`src/rtl/pc_branch_unit_if.sv`:
```
`default_nettype none
// ============================================================================
// Module   : pc_branch_unit_if
// Brief    : Decoder/ALU-side bundle for the PC and branch unit.
// Revision : 1.0
// ============================================================================
interface pc_branch_unit_if #(
    parameter int PC_WIDTH = 16
);
    logic                stall;
    logic [1:0]          branch;
    logic [2:0]          cond;
    logic [8:0]          imm9;
    logic [PC_WIDTH-1:0] rs_data;
    logic [2:0]          flag_we;
    logic                alu_z;
    logic                alu_v;
    logic                alu_n;
    logic [PC_WIDTH-1:0] pc;
    logic [PC_WIDTH-1:0] pc_plus2;
    logic                taken;
    logic                halted;
    logic [2:0]          flags;

    modport master (
        output stall, branch, cond, imm9, rs_data, flag_we, alu_z, alu_v, alu_n,
        input  pc, pc_plus2, taken, halted, flags
    );

    modport slave (
        input  stall, branch, cond, imm9, rs_data, flag_we, alu_z, alu_v, alu_n,
        output pc, pc_plus2, taken, halted, flags
    );
endinterface
`default_nettype wire

```
`src/rtl/pc_branch_unit.sv`:
```
`default_nettype none
// ============================================================================
// Module   : pc_branch_unit
// Brief    : Program counter, Z/V/N flag register and halt state of the core.
// Revision : 1.0
// ============================================================================
module pc_branch_unit #(
    parameter int                  PC_WIDTH = 16,
    parameter logic [PC_WIDTH-1:0] RESET_PC = '0
) (
    input  wire logic       clk,
    input  wire logic       rst,
    pc_branch_unit_if.slave bus
);

    typedef enum logic [0:0] {
        ST_RUN  = 1'b0,
        ST_HALT = 1'b1
    } state_t;

    localparam logic [PC_WIDTH-1:0] c_two     = PC_WIDTH'(2);
    localparam logic [PC_WIDTH-1:0] c_lsb_clr = ~PC_WIDTH'(1);

    state_t              state_q;
    logic [PC_WIDTH-1:0] pc_q;
    logic [PC_WIDTH-1:0] pc_d;
    logic [2:0]          flags_q;
    logic [2:0]          flags_d;
    logic                halted_q;

    logic [PC_WIDTH-1:0] w_pc_plus2;
    logic [PC_WIDTH-1:0] w_offset;
    logic                w_cond_true;
    logic                w_active;
    logic                w_z;
    logic                w_v;
    logic                w_n;

    assign w_z        = flags_q[2];
    assign w_v        = flags_q[1];
    assign w_n        = flags_q[0];
    assign w_active   = (state_q == ST_RUN) && !bus.stall;
    assign w_pc_plus2 = pc_q + c_two;
    // Word offset: sign-extend imm9 and scale by 2 in one concatenation.
    assign w_offset   = {{(PC_WIDTH-10){bus.imm9[8]}}, bus.imm9, 1'b0};

    always_comb begin
        w_cond_true = 1'b0;
        case (bus.cond)
            3'b000:  w_cond_true = !w_z;
            3'b001:  w_cond_true = w_z;
            3'b010:  w_cond_true = !w_z && !w_n;
            3'b011:  w_cond_true = w_n;
            3'b100:  w_cond_true = w_z || (!w_z && !w_n);
            3'b101:  w_cond_true = w_n || w_z;
            3'b110:  w_cond_true = w_v;
            default: w_cond_true = 1'b1;
        endcase
    end

    always_comb begin
        pc_d = w_pc_plus2;
        case (bus.branch)
            2'd0:    pc_d = w_pc_plus2;
            2'd1:    pc_d = w_cond_true ? (w_pc_plus2 + w_offset) : w_pc_plus2;
            2'd2:    pc_d = bus.rs_data & c_lsb_clr;
            default: pc_d = pc_q;
        endcase
    end

    assign flags_d = (flags_q & ~bus.flag_we)
                   | ({bus.alu_z, bus.alu_v, bus.alu_n} & bus.flag_we);

    always_ff @(posedge clk) begin
        if (rst) begin
            state_q  <= ST_RUN;
            pc_q     <= RESET_PC;
            flags_q  <= 3'b000;
            halted_q <= 1'b0;
        end else if (w_active) begin
            pc_q    <= pc_d;
            flags_q <= flags_d;
            if (bus.branch == 2'd3) begin
                state_q  <= ST_HALT;
                halted_q <= 1'b1;
            end
        end
    end

    assign bus.pc       = pc_q;
    assign bus.pc_plus2 = w_pc_plus2;
    assign bus.flags    = flags_q;
    assign bus.halted   = halted_q;
    // Only real redirects count; halt and suppressed cycles never report taken.
    assign bus.taken    = w_active
                       && ((bus.branch == 2'd2) || ((bus.branch == 2'd1) && w_cond_true));

endmodule
`default_nettype wire
```
`src/flat_wrapper.sv`:
```
// flat-port wrapper written by rule: the top's interface ports become plain ports
module pc_branch_unit_flat 
#(
    parameter int                  PC_WIDTH = 16,
    parameter logic [PC_WIDTH-1:0] RESET_PC = '0
)
  (clk, rst, bus_stall, bus_branch, bus_cond, bus_imm9, bus_rs_data, bus_flag_we, bus_alu_z, bus_alu_v, bus_alu_n, bus_pc, bus_pc_plus2, bus_taken, bus_halted, bus_flags);
  pc_branch_unit_if #(.PC_WIDTH(PC_WIDTH)) bus_i ();
  input  wire logic clk;
  input  wire logic rst;
  input wire logic [$bits(bus_i.stall)-1:0] bus_stall;
  input wire logic [$bits(bus_i.branch)-1:0] bus_branch;
  input wire logic [$bits(bus_i.cond)-1:0] bus_cond;
  input wire logic [$bits(bus_i.imm9)-1:0] bus_imm9;
  input wire logic [$bits(bus_i.rs_data)-1:0] bus_rs_data;
  input wire logic [$bits(bus_i.flag_we)-1:0] bus_flag_we;
  input wire logic [$bits(bus_i.alu_z)-1:0] bus_alu_z;
  input wire logic [$bits(bus_i.alu_v)-1:0] bus_alu_v;
  input wire logic [$bits(bus_i.alu_n)-1:0] bus_alu_n;
  output wire logic [$bits(bus_i.pc)-1:0] bus_pc;
  output wire logic [$bits(bus_i.pc_plus2)-1:0] bus_pc_plus2;
  output wire logic [$bits(bus_i.taken)-1:0] bus_taken;
  output wire logic [$bits(bus_i.halted)-1:0] bus_halted;
  output wire logic [$bits(bus_i.flags)-1:0] bus_flags;
  assign bus_i.stall = bus_stall;
  assign bus_i.branch = bus_branch;
  assign bus_i.cond = bus_cond;
  assign bus_i.imm9 = bus_imm9;
  assign bus_i.rs_data = bus_rs_data;
  assign bus_i.flag_we = bus_flag_we;
  assign bus_i.alu_z = bus_alu_z;
  assign bus_i.alu_v = bus_alu_v;
  assign bus_i.alu_n = bus_alu_n;
  assign bus_pc = bus_i.pc;
  assign bus_pc_plus2 = bus_i.pc_plus2;
  assign bus_taken = bus_i.taken;
  assign bus_halted = bus_i.halted;
  assign bus_flags = bus_i.flags;
  pc_branch_unit #(.PC_WIDTH(PC_WIDTH), .RESET_PC(RESET_PC)) u_core (.clk(clk), .rst(rst), .bus(bus_i));
endmodule
```
`config.mk`:
```
export PLATFORM = sky130hd
export DESIGN_NAME = pc_branch_unit_flat
export DESIGN_NICKNAME = d
export VERILOG_FILES = /design/src/rtl/pc_branch_unit_if.sv /design/src/rtl/pc_branch_unit.sv /design/src/flat_wrapper.sv
export SDC_FILE = /design/constraint.sdc
export NUM_CORES = 1
export LEC_CHECK = 0
export ABC_AREA = 1
export CAP_MARGIN = 15
export CORE_MARGIN = 2
export CORE_UTILIZATION = 45
export DETAILED_ROUTE_END_ITERATION = 12
export PLACE_DENSITY_LB_ADDON = 0.05
export SETUP_SLACK_MARGIN = 0.2
export SLEW_MARGIN = 5
export SYNTH_ARGS = -nofsm -noshare
export SYNTH_HDL_FRONTEND = slang
export SYNTH_SLANG_ARGS = --single-unit
```
`constraint.sdc`:
```
create_clock -name clk -period 3.1 [get_ports clk]
set_clock_uncertainty 0.1 [all_clocks]
set_input_delay 0.465 -clock clk [delete_from_list [all_inputs] [get_ports clk]]
set_output_delay 0.465 -clock clk [all_outputs]
set_load 0.02 [all_outputs]
```
* After elaboration in Yosys (flattened, before gate mapping) *
Index checks and enable logic that the tools add are counted.

operators by class
  reductions and logical operators = 15
  bitwise logic cells = 5
  equality and inequality tests = 9
  muxes and demuxes = 3
  add/subtract/negate cells = 2

operators with widths
  cell                                                                    number
  16-bit case mux with 3 select lines                                     1
  16-bit adder                                                            1
  16-bit by 2-bit adder with 16-bit output (second input constant)        1
  16-bit two-way mux                                                      1
  3-bit equality test (second input constant)                             3
  1-bit case mux with 7 select lines                                      1
  3-bit AND                                                               2
  3-bit by 2-bit equality test with 1-bit output (second input constant)  2
  2-bit equality test (second input constant)                             2
  1-bit logical AND                                                       4
  2-bit AND reduction                                                     2
  3-bit by 1-bit equality test with 1-bit output (second input constant)  1
  1-bit logical NOT                                                       3
  3-bit logical NOT                                                       1
  1-bit logical OR                                                        3
  3-bit inverter                                                          1
  3-bit OR                                                                1
  3-bit nonzero test                                                      1
  2-bit by 1-bit equality test with 1-bit output (second input constant)  1
  2-bit logical NOT                                                       1
  1-bit inverter                                                          1

storage, ports and cells
  input bits = 39
  word-level logic and storage cells = 37
  output and inout bits = 37
  bits in registers = 20

* Longest topological paths before layout *
Gate-level depths: netlist of run 1.

  depth in word-level cells = 7
  gate-level depth with buffers = 22
  depth with buffers taken out = 22

* Least setup slack after synthesis of run 1 *
OpenSTA, ideal clock, no wires.

  kind = register to register
  start = register u_core.pc_q[1], in the netlist u_core.bus.pc[1]
  end = register u_core.pc_q[15], in the netlist u_core.bus.pc[15]
  slack = 0.170 ns
  arrival = 2.761 ns
  path buffers = 0
  cell stages (with the launch flop) = 20
  period minus slack after synthesis = 2.930 ns
  required time = 2.930 ns
  library setup time = 0.070 ns
  cells stage by stage = dfxtp_1 ha_1 nand3_1 inv_1 nand2_1 xor2_1 ha_1 nand2_1 inv_1 nand2_1 nand2_1 a21oi_1 nand2_1 nand2_1 nand3_1 nand2_1 nand3_1 nand2_1 nand2_1 a21oi_1

on the way
  word-level cells in the longest chain between the ends = 4

RTL lines
  what                                      RTL line              source
  start, declared                           pc_branch_unit.sv:25  logic [PC_WIDTH-1:0] pc_q;
  start signal, assigned                    pc_branch_unit.sv:81  pc_q <= pc_d;
  16-bit by 2-bit adder with 16-bit output  pc_branch_unit.sv:43  assign w_pc_plus2 = pc_q + c_two;
  via bus_pc_plus2[9]                       flat_wrapper.sv:21    output wire logic [$bits(bus_i.pc_plus2)-1:0] bus_pc_plus2;
  16-bit adder                              pc_branch_unit.sv:65  2'd1: pc_d = w_cond_true ? (w_pc_plus2 + w_offset) : w_pc_plus2;
  16-bit two-way mux                        pc_branch_unit.sv:65
  16-bit case mux with 3 select lines       pc_branch_unit.sv:63  case (bus.branch)

The timed path passes the listed nets, and every way through them passes these cells.
A chain may end at the register's enable or synchronous reset.

* Worst setup path after layout of run 1 *
  start = register u_core.pc_q[2], in the netlist u_core.bus.pc[2]
  end = register u_core.pc_q[15], in the netlist u_core.bus.pc[15]

on the way
  word-level cells in the longest chain between the ends = 4

RTL lines
  what                                        RTL line
  16-bit by 2-bit adder with 16-bit output *  pc_branch_unit.sv:43
  16-bit adder                                pc_branch_unit.sv:65
  16-bit two-way mux                          pc_branch_unit.sv:65
  16-bit case mux with 3 select lines *       pc_branch_unit.sv:63

Mark *: on every way between the ends. The rest lies on a longest branch, timed or not.

==> impl_metrics.py, run 1 <==
metrics = {
    "final_layout": {
        "layout.nets": 544,
        "drive_above_1_share_pct": 12.0,
        "final_design_area_no_fill_um2": 3400,
        "antenna_cells_inserted": 0,
        "finalNonFillerCells": 554,
        "final_common_cell": "sky130_fd_sc_hd__nand2_1",
        "syn_to_final_growth_pct": 40.1,
        "fin_util_pct": 65.8,
        "final_cell_mix": "113 x sky130_fd_sc_hd__nand2_1, 71 x sky130_fd_sc_hd__clkdlybuf4s50_1, 59 x sky130_fd_sc_hd__a21oi_1, 51 x sky130_fd_sc_hd__inv_1, 26 x sky130_fd_sc_hd__nand3_1",
    },
    "floorplanning": {
        "num_io_pins": 76,
        "floorplan.initialDensity_pct": 47.0,
        "fp.dieArea_um2": 6000,
        "core-area_um2": 5170,
        "fp.dieW_um": 77.5,
        "floorplan.die.height_um": 77.5,
        "placement_rows": 26,
    },
    "timing": {
        "maxClockFrequency_mhz": 362,
        "grt_setup_unrepaired": "true",
        "final.period_utilization_pct": 89.0,
        "relSlewSlack_pct": 48.4,
        "worst_pin_slew_ns": 0.771,
        "setup_tns_ns": 0,
        "timing.final.max_slew_violations": 0,
        "number_of_hold_violations_in_the_final_report": 0,
        "min_period_ns": 2.76,
        "worst_hold_slack_ns": 0.397,
        "setup_slack_ns": 0.341,
        "final_setup_violation_count": 0,
    },
    "grt": {
        "grt_pass1_wl_mm": 11.6,
        "initial_antenna_violation_count": 0,
        "grt_overflow": 0,
        "grt_usage_pct": 23.3,
        "number_of_global_route_vias_before_repair": 2563,
        "pin_count_of_the_biggest_net_entering_global_routing": 26,
    },
    "power": {
        "sequential_cell_fraction_of_total_power_pct": 29.6,
        "vdd.ir_drop.worst_v": 0.000215,
        "leakage_nw": 1.56,
        "power_density_nw_per_um2": 285,
        "finalPower_mw": 0.970,
        "switching_power_share_of_the_total_pct": 40.3,
        "p_sw_mw": 0.391,
        "power.share.clock_pct": 17.7,
        "pwr-share-comb_pct": 52.7,
        "p_int_mw": 0.579,
    },
    "clock_network": {
        "clk_pin_slew_ns": 0.07,
        "tritoncts_num_sinks": 19,
        "cts-hold-fix-buffers": 0,
        "clock-root-buffer": "sky130_fd_sc_hd__clkbuf_8",
        "worstSkewPairLatency_ns": 0.26,
        "deepest_level_of_the_cts_h_tree": 1,
        "cts-buffers-inserted": 3,
        "tritoncts": "built",
        "clock_path_buffers": 2,
    },
    "yosys": {
        "post_synth.cell_area_avg_um2": 5.96,
        "syn-instance-count": 408,
        "synth_area_um2": 2430,
        "post_synth_num_cell_types": 39,
        "synth_seq_cells": 19,
        "ys.warnings.count": 0,
        "synth-seq-area-share_pct": 15.7,
    },
    "setup_path": {
        "startpoint_type": "flip-flop",
        "required_time_of_the_worst_setup_path_ns": 3.11,
        "path_max_fanout": 4,
        "worst_r2r_endpoint": "u_core.bus.pc[15]$_SDFFE_PP0P_",
        "r2r_setup_slack_ns": 0.34,
        "worst-r2r-cell-count": 21,
        "worst_ep_arrival_time_ns": 2.77,
        "setup.worst_path.class": "reg -> reg",
        "cp-end-kind": "flip-flop",
        "r2r_start": "u_core.bus.pc[2]$_SDFFE_PP0P_",
    },
    "drt": {
        "ant_nets": 0,
        "routed_wire_length_per_instance_um": 13.1,
        "viasPerCell": 5.27,
        "drc": 0,
        "dr_total_vias": 2917,
        "drtIter0Drc": 146,
        "drtPass1Iterations": 4,
        "wl_mm": 7.27,
    },
    "worst_hold_path": {
        "hold_path.class": "reg -> reg",
        "worst_case_hold_path_end_point": "u_core.bus.flags[1]$_SDFFE_PP0P_",
        "holdPathStages": 2,
        "worst_hold_startpoint": "u_core.bus.flags[1]$_SDFFE_PP0P_",
    },
    "placement": {
        "detailedPlacementHpwl_mm": 5.78,
        "placedInstanceArea_um2": 3210,
        "routabilityCongestion": 0.869,
        "port_buffers": 72,
        "placed_cells_incl_taps": 548,
        "dp_worst_setup_slack_ns": 0.139,
    },
    "status": {
        "outcome": "finished, final reports clean",
    },
    "flow_run": {
        "cap_violations": 0,
    },
}
layer usage:
| metal | up-vias | routed length, µm | global-route usage, % |
|---|---|---|---|
| met2 | 84 | 3690 | 41.5 |
| met1 | 1343 | 3150 | 30.1 |
| met5 | - | 0 | 0 |
| li1 | 1482 | - | - |
| met4 | 0 | 74 | 4.29 |
| met3 | 8 | 360 | 3.14 |
timing repair:
| item | 4_1_cts | 5_1_grt |
|---|---|---|
| setup buffers | 0 | 2 |
| hold endpoints to repair | 0 | 0 |
| setup endpoints to repair | 3 | 8 |
| gates resized for setup | 6 | 21 |
| gates cloned | 0 | 0 |
| pin swaps | 0 | 2 |
critical path, cell delays in order, from the launching register on:
cell and delay [ns]:
sky130_fd_sc_hd__dfxtp_4 0.38, sky130_fd_sc_hd__ha_4 0.16, sky130_fd_sc_hd__nand3_4 0.11, sky130_fd_sc_hd__inv_2 0.10
sky130_fd_sc_hd__nand3_2 0.10, sky130_fd_sc_hd__or2_0 0.23, sky130_fd_sc_hd__nand2_2 0.11, sky130_fd_sc_hd__inv_1 0.09
sky130_fd_sc_hd__ha_4 0.29, sky130_fd_sc_hd__nand2_1 0.07, sky130_fd_sc_hd__nor2_2 0.12, sky130_fd_sc_hd__inv_1 0.06
sky130_fd_sc_hd__nor2_1 0.08, sky130_fd_sc_hd__nand2_1 0.08, sky130_fd_sc_hd__nand2_1 0.08, sky130_fd_sc_hd__nand2_1 0.06
sky130_fd_sc_hd__nand3_1 0.09, sky130_fd_sc_hd__nand2_1 0.05, sky130_fd_sc_hd__nand3_1 0.06, sky130_fd_sc_hd__nand2_1 0.05
sky130_fd_sc_hd__nand2_1 0.07, sky130_fd_sc_hd__a21oi_1 0.06
synth_stat cells:
master	count	area share [%]
sky130_fd_sc_hd__or2_2	1	0.26
sky130_fd_sc_hd__xnor2_1	1	0.36
sky130_fd_sc_hd__buf_2	2	0.41
sky130_fd_sc_hd__fa_1	1	0.82
sky130_fd_sc_hd__buf_4	3	0.93
sky130_fd_sc_hd__a21oi_2	2	0.72
sky130_fd_sc_hd__a21o_1	2	0.62
sky130_fd_sc_hd__a21oi_1	61	13
sky130_fd_sc_hd__dlygate4sd1_1	1	0.36
sky130_fd_sc_hd__o22ai_1	1	0.26
sky130_fd_sc_hd__nor3_1	1	0.21
sky130_fd_sc_hd__nand3_2	2	0.82
sky130_fd_sc_hd__nand4_1	6	1.5
sky130_fd_sc_hd__o21ai_0	10	2.1
sky130_fd_sc_hd__o21ai_1	9	1.9
sky130_fd_sc_hd__o21bai_2	2	0.93
sky130_fd_sc_hd__buf_6	4	1.9
sky130_fd_sc_hd__xor2_1	7	2.5
sky130_fd_sc_hd__o21bai_1	4	1.2
sky130_fd_sc_hd__inv_2	3	0.46
sky130_fd_sc_hd__or2_0	1	0.26
sky130_fd_sc_hd__inv_1	53	8.2
sky130_fd_sc_hd__nor2_2	2	0.51
sky130_fd_sc_hd__nor3_2	1	0.41
sky130_fd_sc_hd__dfxtp_1	19	16
sky130_fd_sc_hd__nand2_2	6	1.5
sky130_fd_sc_hd__nor3_4	1	0.67
sky130_fd_sc_hd__clkbuf_8	1	0.57
sky130_fd_sc_hd__conb_1	1	0.15
sky130_fd_sc_hd__o211ai_1	5	1.5
sky130_fd_sc_hd__and2_1	1	0.26
sky130_fd_sc_hd__nor2_1	26	4.0
sky130_fd_sc_hd__nand2_1	116	18
sky130_fd_sc_hd__ha_1	19	9.8
sky130_fd_sc_hd__nand3b_1	1	0.31
sky130_fd_sc_hd__nor2_4	3	1.4
sky130_fd_sc_hd__clkbuf_1	1	0.15
sky130_fd_sc_hd__nand3_1	27	5.6
sky130_fd_sc_hd__a211oi_1	1	0.31
layout make-up:
type | count | area (µm²)
multi-input cells | 322 | 1870
fillers | 503 | 1770
repair buffers | 83 | 802
flip-flops and latches | 19 | 389
inverters | 56 | 210
well taps | 70 | 87.6
clock buffers | 4 | 45.0
worst max-delay path by stage:
stage | start | end | depth (start not counted)
final | u_core.bus.pc[2]$_SDFFE_PP0P_ | u_core.bus.pc[15]$_SDFFE_PP0P_ | 21
after global routing | u_core.bus.pc[2]$_SDFFE_PP0P_ | u_core.bus.pc[15]$_SDFFE_PP0P_ | 21
after CTS | u_core.bus.pc[2]$_SDFFE_PP0P_ | u_core.bus.pc[15]$_SDFFE_PP0P_ | 21
after detailed placement | u_core.bus.pc[2]$_SDFFE_PP0P_ | u_core.bus.pc[15]$_SDFFE_PP0P_ | 20
after global placement | u_core.bus.pc[2]$_SDFFE_PP0P_ | u_core.bus.pc[15]$_SDFFE_PP0P_ | 20
after floorplan | u_core.bus.pc[1]$_SDFFE_PP0P_ | u_core.bus.pc[15]$_SDFFE_PP0P_ | 20
state kept, by name (all words and copies together), names as in the netlist:
register          cells
u_core.bus.flags      3
u_core.bus.pc        15
u_core.state_q        1
power by group through the flow:
stage          Sequential, mW  Clock [mW]  Combinational [mW]
6_report                0.287       0.172               0.511
5_1_grt                 0.289       0.185               0.568
4_1_cts                 0.284       0.175               0.490
3_5_place_dp            0.288           0               0.487
3_3_place_gp            0.287           0               0.482
2_1_floorplan           0.305           0               0.291
kinds of logic after synthesis:
kind of cell,count (synthesis),synth area share (%)
flops,19,15.7
xor+xnor,8,2.88
simple gates,195,35.7
fa+ha+maj,20,10.6
compound gates,97,22.1
buf+inv,68,12.9
other cells,1,0.154
(Power assumes the default switching activity.)
==> inputs of run 2 (changes only) <==
CORE_MARGIN = unset   (was 2)
clock period = 2.85 ns   (was 3.1 ns; I/O delays follow)
==> run 2 against run 1 <==
Compared with the run above: first-iteration DRC count increased by 3.4%; sequential share of layout area decreased by 0.66 points; non-clock buffer count increased by 18; wire length increased by 6.1%.
==> impl_metrics.py, run 2 (synthesis gave the netlist of run 1 again) <==
metrics = {
    "status": {
        "outcome": "finished, final reports clean",
    },
    "grt": {
        "number_of_global_route_vias_before_repair": 2633,
        "initial_antenna_violation_count": 0,
        "pin_count_of_the_biggest_net_entering_global_routing": 26,
        "grt_pass1_wl_mm": 11.6,
        "grt_overflow": 0,
        "grt_usage_pct": 26.5,
    },
    "timing": {
        "maxClockFrequency_mhz": 372,
        "worst_hold_slack_ns": 0.401,
        "setup_slack_ns": 0.161,
        "grt_setup_unrepaired": "true",
        "min_period_ns": 2.69,
        "worst_pin_slew_ns": 0.783,
        "timing.final.max_slew_violations": 0,
        "setup_tns_ns": 0,
        "number_of_hold_violations_in_the_final_report": 0,
        "final.period_utilization_pct": 94.3,
        "relSlewSlack_pct": 47.7,
        "final_setup_violation_count": 0,
    },
    "setup_path": {
        "r2r_setup_slack_ns": 0.16,
        "path_max_fanout": 4,
        "worst_ep_arrival_time_ns": 2.70,
        "worst_r2r_endpoint": "u_core.bus.pc[15]$_SDFFE_PP0P_",
        "critPathMaxStageDelay_ns": 0.37,
        "cp-end-kind": "flip-flop",
        "startpoint_type": "flip-flop",
        "worst-r2r-cell-count": 21,
        "critPathMostFrequentCell": "sky130_fd_sc_hd__nand2_1",
        "required_time_of_the_worst_setup_path_ns": 2.86,
        "critPathSlowestCell": "sky130_fd_sc_hd__dfxtp_4",
        "crit_path_cell_trace": "ha_4 -> nand3_4 -> inv_4 -> nand3_4 -> or2_0 -> nand2_1 -> inv_2 -> ha_4 -> nand2_4 -> nor2_4 -> inv_2 -> nor2_1 -> nand2_1 -> nand2_1 -> nand2_1 -> nand3_1 -> nand2_1 -> nand3_1 -> nand2_1 -> nand2_2 -> a21oi_2",
        "setup.worst_path.class": "reg -> reg",
        "r2r_start": "u_core.bus.pc[2]$_SDFFE_PP0P_",
    },
    "final_layout": {
        "layout.nets": 562,
        "drive_above_1_share_pct": 21.9,
        "final_cell_mix": "104 x sky130_fd_sc_hd__nand2_1, 66 x sky130_fd_sc_hd__clkdlybuf4s50_1, 56 x sky130_fd_sc_hd__a21oi_1, 42 x sky130_fd_sc_hd__inv_1",
        "syn_to_final_growth_pct": 52.5,
        "largest_register_ffs": 15,
        "final_common_cell": "sky130_fd_sc_hd__nand2_1",
        "nFillCells": 445,
        "antenna_cells_inserted": 0,
    },
    "power": {
        "leakage_nw": 1.74,
        "vdd.ir_drop.worst_v": 0.000203,
        "finalPower_mw": 1.11,
        "power_density_nw_per_um2": 300,
    },
    "clock_network": {
        "clock-root-buffer": "sky130_fd_sc_hd__clkbuf_8",
        "cts-buffers-inserted": 3,
        "tritoncts": "built",
        "tritoncts_num_sinks": 19,
        "worstSkewPairLatency_ns": 0.25,
        "clk_pin_slew_ns": 0.07,
        "cts-hold-fix-buffers": 0,
        "deepest_level_of_the_cts_h_tree": 1,
        "clock_path_buffers": 2,
    },
    "drt": {
        "drtPass1Iterations": 5,
        "routed_wire_length_per_instance_um": 13.5,
        "topRoutingLayerUsed": "met4",
        "drtIter0Drc": 151,
        "viasPerCell": 5.10,
        "wl_met3_um": 370,
        "ant_nets": 0,
        "wl_mm": 7.71,
        "dr_total_vias": 2918,
        "wl_met2_mm": 3.96,
        "met1_length_mm": 3.31,
        "drc": 0,
    },
    "worst_hold_path": {
        "holdPathStages": 2,
        "worst_hold_startpoint": "u_core.bus.pc[6]$_SDFFE_PP0P_",
        "hold_path.class": "reg -> reg",
        "worst_case_hold_path_end_point": "u_core.bus.pc[6]$_SDFFE_PP0P_",
    },
    "floorplanning": {
        "floorplan.die.height_um": 75.5,
        "placement_rows": 26,
        "fp.dieW_um": 75.5,
        "core-area_um2": 5140,
        "num_io_pins": 76,
        "fp.dieArea_um2": 5700,
        "floorplan.initialDensity_pct": 47.3,
    },
    "flow_run": {
        "cap_violations": 0,
    },
    "placement": {
        "routabilityCongestion": 0.879,
        "port_buffers": 72,
        "dp_worst_setup_slack_ns": 0.0172,
        "detailedPlacementHpwl_mm": 5.84,
    },
}
## run 2: cell count changes in the layout (fill, tap and decap cells not counted), sizes merged
cell           change
dlymetal6s2s       +3
buf               +18
dlygate4sd2        +2
clkdlybuf4s50      -5
## run 2: how the worst max path moves through the flow
stage / end / startpoint / slack [ns] / depth (start not counted)
6_report: u_core.bus.pc[15]$_SDFFE_PP0P_ / u_core.bus.pc[2]$_SDFFE_PP0P_ / 0.16 / 21
5_1_grt: u_core.bus.pc[15]$_SDFFE_PP0P_ / u_core.bus.pc[11]$_SDFFE_PP0P_ / 0.05 / 20
4_1_cts: u_core.bus.pc[15]$_SDFFE_PP0P_ / u_core.bus.pc[1]$_SDFFE_PP0P_ / 0.06 / 21
3_5_place_dp: u_core.bus.pc[15]$_SDFFE_PP0P_ / u_core.bus.pc[1]$_SDFFE_PP0P_ / 0.02 / 21
3_3_place_gp: bus_taken / bus_cond[2] / 0.11 / 10
2_1_floorplan: u_core.bus.pc[15]$_SDFFE_PP0P_ / u_core.bus.pc[2]$_SDFFE_PP0P_ / 0.17 / 20
## run 2: layout make-up
cell class	instances	area [µm²]	share of cell area, %
sequential	19	399	10.8
timing repair buffer	101	957	25.8
inverter	56	213	5.74
multi-input combinational	322	2000	54.1
tap	70	87.6	2.36
clock buffer	4	45.0	1.22
## run 2: metrics by stage
stage	utilization [%]	cell area, µm²	cells
floorplan	-	2450	409
global placement	64.4	3310	560
detailed placement	64.4	3310	560
CTS	66.1	3400	564
global route	72.1	3710	572
finish	72.1	3710	572
## run 2: critical path: cells and delay by family (launching register included)
| kind | cells | cell delay (ns) |
|---|---|---|
| simple gates | 15 | 1.40 |
| fa+ha+maj | 2 | 0.44 |
| flops | 1 | 0.37 |
| buf+inv | 3 | 0.20 |
| compound gates | 1 | 0.05 |
## run 2: power by group
part           switching [mW]  total [mW]  leakage [nW]  internal (mW)
Sequential             0.0257       0.310         0.160          0.285
Combinational           0.340       0.616          1.55          0.276
Clock                  0.0848       0.184        0.0228         0.0992
Total                   0.450        1.11          1.74          0.660
## run 2: what timing repair did
| item | 4_1_cts | 5_1_grt |
|---|---|---|
| setup endpoints to repair | 11 | 15 |
| resized for setup | 11 | 69 |
| setup buffers | 0 | 8 |
| pin swaps | 0 | 22 |
## run 2: layer usage
metal,track usage [%],vias up
met3,4.10,8
li1,-,1516
met2,47.4,87
met1,34.0,1307
met4,4.53,0
met5,0,-
==> RTL change 1 (settings of run 2) <==
`PC_WIDTH` is set to 16 in 3 places; all go to 32.
--- a/src/rtl/pc_branch_unit_if.sv
+++ b/src/rtl/pc_branch_unit_if.sv
@@ -7,3 +7,3 @@
 interface pc_branch_unit_if #(
-    parameter int PC_WIDTH = 16
+    parameter int PC_WIDTH = 32
 );
--- a/src/rtl/pc_branch_unit.sv
+++ b/src/rtl/pc_branch_unit.sv
@@ -7,3 +7,3 @@
 module pc_branch_unit #(
-    parameter int                  PC_WIDTH = 16,
+    parameter int                  PC_WIDTH = 32,
     parameter logic [PC_WIDTH-1:0] RESET_PC = '0
--- a/src/flat_wrapper.sv
+++ b/src/flat_wrapper.sv
@@ -3,3 +3,3 @@
 #(
-    parameter int                  PC_WIDTH = 16,
+    parameter int                  PC_WIDTH = 32,
     parameter logic [PC_WIDTH-1:0] RESET_PC = '0
Ports: changed (resized bus_pc, bus_pc_plus2 and bus_rs_data); port bits go from 76 to 124. The function was not compared with the original's and may differ.
==> RTL change 1 against run 2 <==
- the run now ends with negative setup slack left
- power grew to 2.7 times the old value
- wire length rose to 3.4 times the old value
- worst setup slack got worse by 560 ps
- critical path depth decreased by 1
- sequential share of layout area fell by 3.3 points
- area after synthesis up 130%
- sequential cell count increased by 16
- design area grew to 2.7 times the old value
- critical path type unchanged
- critical endpoint is now u_core.bus.pc[22]
- largest power group unchanged
==> RTL change 1: results (changes against run 2) <==
setup_violations: 23  # +23
drt-initial-drc-count: 914  # +510%
grt_max_degree: 46  # +77%
grt_pass1_vias: 7703  # +190%
ys_seq_area_share_pct: 12.32  # -3.3 points
hpwl_um: 17330  # +200%
ff2ff_path_depth: 20  # -4.8%
crit_arrival_ps: 3310  # +610 ps
port_buffers: 120  # +67%
globalRouteTotalUtil_pct: 36.17  # +9.7 points
vias_per_cell: 5.574  # +9.3%
largest_reg_flops: 31  # +16
drive_gt1_share_pct: 42.31  # +20 points
cts-root-buf: "clkbuf_16"
critical_path.endpoint: "u_core.bus.pc[22]"
dp_slack_ps: -233.7  # -251.0 ps
nFillCells: 748  # +68%
gp_congestion: 0.9631  # +9.6%
status: "finished, violations left"
clock_latency_ps: 290  # +40 ps
worst_slack_ps: -401.9  # -563.3 ps
cts-buffers-inserted: 5  # +2
synth_area_leaders: "nand2_1 (24%), dfxtp_1 (12%), inv_1 (9.6%)"
failed_checks: "negative setup slack"
synth_common_cells: "nand2_1 (360), inv_1 (145), a21oi_1 (107)"
p_leak_nw: 4.900  # +180%
syn_inst: 1020  # +150%
h-tree-depth: 2  # +1
## RTL change 1: cell types whose count changed after synthesis, sizes merged, moves of 7 or more
| cell | change |
|---|---|
| nand2 | +248 |
| nand4 | +9 |
| xnor2 | +8 |
| clkbuf | +15 |
| ha | +24 |
| nand3 | +42 |
| dfxtp | +16 |
| nor3 | +7 |
| xor2 | +8 |
| inv | +96 |
| nor2 | +55 |
| a21oi | +51 |
| o21ai | +10 |
## RTL change 1: final cells by class
class	count	share of cell area, %
multi-input combinational	804	54.69
clock buffer	5	1.229
sequential	35	7.435
clock inverter	3	0.1475
tap	168	2.065
inverter	155	5.813
timing repair buffer	338	28.62
## RTL change 1: tightest hold or removal path, cell delays in order, from the launching register on
cell	delay [ps]
dfxtp_1	320
nand2_1	60
a21oi_1	50
## RTL change 1: cell families (layout without fill, tap and decap cells)
group | Yosys count | in the layout | synth area share (%)
AOI/OAI and AO/OA | 170 | 170 | 16.66
xor gates and xnor gates | 24 | 24 | 3.829
DFF | 35 | 35 | 12.32
and+or+nand+nor | 564 | 564 | 43.08
buffers and inverters | 182 | 501 | 14.24
other | 1 | 2 | 0.06594
adders and majority gates | 44 | 44 | 9.813
## RTL change 1: repair_timing
action | CTS | global route
pin swaps | 73 | 104
setup endpoints to repair | 57 | 48
resized for setup | 209 | 163
cloned | 0 | 0
hold buffers | 0 | 0
endpoints found under the hold margin | 0 | 0
setup buffers | 24 | 12
## RTL change 1: where the power goes
group | switching, mW | internal, mW | leakage (nW)
Sequential | 0.0445 | 0.526 | 0.299
Combinational | 1.04 | 0.853 | 4.53
Clock | 0.230 | 0.319 | 0.0733
## RTL change 1: routing by layer
layer / track usage (%) / routed length (um) / up-vias / share of wire, %
met3: 5.717 / 2174 / 159 / 8.3
li1: - / - / 3876 / -
met5: 0 / 0 / - / 0
met4: 20.00 / 1955 / 0 / 7.5
met1: 42.78 / 9695 / 3795 / 37
met2: 62.42 / 12240 / 575 / 47
## RTL change 1: metrics by stage
| stage | std cells | hold slack (ps) | utilization [%] | power (mW) |
|---|---|---|---|---|
| 2_1_floorplan | 1021 | 414.0 | - | 1.377 |
| 3_3_place_gp | 1464 | 370.7 | 70.20 | 2.039 |
| 3_5_place_dp | 1464 | 373.3 | 70.20 | 2.054 |
| 4_1_cts | 1496 | 382.1 | 78.93 | 2.783 |
| 5_1_grt | 1508 | 394.4 | 83.71 | 3.147 |
| 6_report | 1508 | 382.8 | 83.71 | 3.012 |
## RTL change 1: worst min path at each step
stage / to / slack, ps / cells past startpoint
after global routing: u_core.bus.flags[1] / 390 / 2
after global placement: u_core.bus.flags[1] / 370 / 2
after floorplan: u_core.bus.pc[11] / 410 / 2
final: u_core.bus.flags[1] / 380 / 2
after CTS: u_core.bus.flags[1] / 380 / 2
after detailed placement: u_core.bus.flags[1] / 370 / 2
==> RTL change 2 (config.mk and constraints of run 2) <==
Made on the original files. Reset style: asynchronous (`rst`), changed in one clocked block.
--- a/src/rtl/pc_branch_unit.sv
+++ b/src/rtl/pc_branch_unit.sv
@@ -73,3 +73,3 @@
 
-    always_ff @(posedge clk) begin
+    always_ff @(posedge clk or posedge rst) begin
         if (rst) begin
Behaviour: differs if rst is asserted again (counterexample within 4 cycles, from zero or initial values and one cycle with rst high); with rst held inactive, the same outputs for 10 cycles.
==> RTL change 2 against run 2 <==
- sequential cell count stayed put
- worst setup slack better by 49 ps
- maximum frequency is 1.8% higher
- via count is 0.21% higher
- design area is 5.9% higher
- area after synthesis is 4.4% higher
- wire length is 1.1% higher
- worst hold slack better by 49 ps
- global-route usage is 2.0 points lower
- largest cell class unchanged
- highest routed layer unchanged
Power is left out: it rests on default switching activity, and per cell area and clock period it moved more than threefold.
==> RTL change 2: results (changes against run 2) <==
synth_area_leaders: "nand2_1 (20%), dfrtp_1 (19%), ha_1 (9.4%)"
grtUsageMet2_pct: 42.05  # -5.4 points
hpwl_um: 5703  # -2.3%
drt-initial-drc-count: 123  # -19%
grt_pass1_wl_um: 11730  # +0.89%
gr-usage-met1_pct: 32.82  # -1.2 points
clkbuf_count: 3  # -1
grt_max_degree: 20  # -23%
synth-adder-area-share_pct: 10.16  # -0.44 points
multi_input_area_share_pct: 54.97  # +0.89 points
buffers: 93  # -7.9%
status: "complete, no violations"
drive_gt1_share_pct: 24.25  # +2.3 points
globalRouteTotalUtil_pct: 24.44  # -2.0 points
wl_met1_um: 3597  # +8.8%
wl_met3_um: 289  # -22%
wl_met2_um: 3773  # -4.7%
synth_compound_area_share_pct: 16.13  # -6.0 points
slew_headroom_pct: 51.16  # +3.4 points
dp_slack_ps: 40.26  # +23.03 ps
sh_seq_area_pct: 12.36  # +1.6 points
first_pass_iters: 4  # -1
routed_wl_um: 7796  # +1.1%
synth_common_cells: "nand2_1 (133), inv_1 (60), a21oi_1 (44)"
ys_async_sr_fraction_pct: 100.0  # +100 points
placed_area_um2: 3353  # +1.4%
vias_per_cell: 5.103  # about the same
gp_congestion: 0.8739  # -0.58%
yosys.area_share.xor_xnor_pct: 3.453  # +0.57 points
clock_latency_ps: 270  # +20 ps
stdcell_count: 573  # +0.17%
worst-path-max-fanout: 5  # +1
[RTL change 2: path summary, 6_finish.rpt]
path / start / cells after the start / slack [ps] / end
max: u_core.bus.pc[2] / 17 / 210 / u_core.bus.pc[14]
min: u_core.bus.halted / 1 / 450 / u_core.bus.halted
max reg2reg: u_core.bus.pc[2] / 17 / 210 / u_core.bus.pc[14]
min reg2reg: u_core.bus.halted / 1 / 450 / u_core.bus.halted
max in group asynchronous: rst / 2 / 1660 / u_core.bus.pc[11]
min in group asynchronous: rst / 2 / 480 / u_core.bus.pc[6]
[RTL change 2: worst max-delay path, cell delays in order, from the launching register on]
cell	delay, ps
dfrtp_2	470
ha_4	200
nand2_8	80
nor2_4	50
or2_2	310
nand2_4	90
inv_4	50
ha_4	260
a21oi_4	190
o21ai_2	90
a21oi_2	150
nand2_1	60
nand2_1	70
nand3_2	90
nand2_1	80
nand2_1	60
nand2_2	70
nand2_1	50
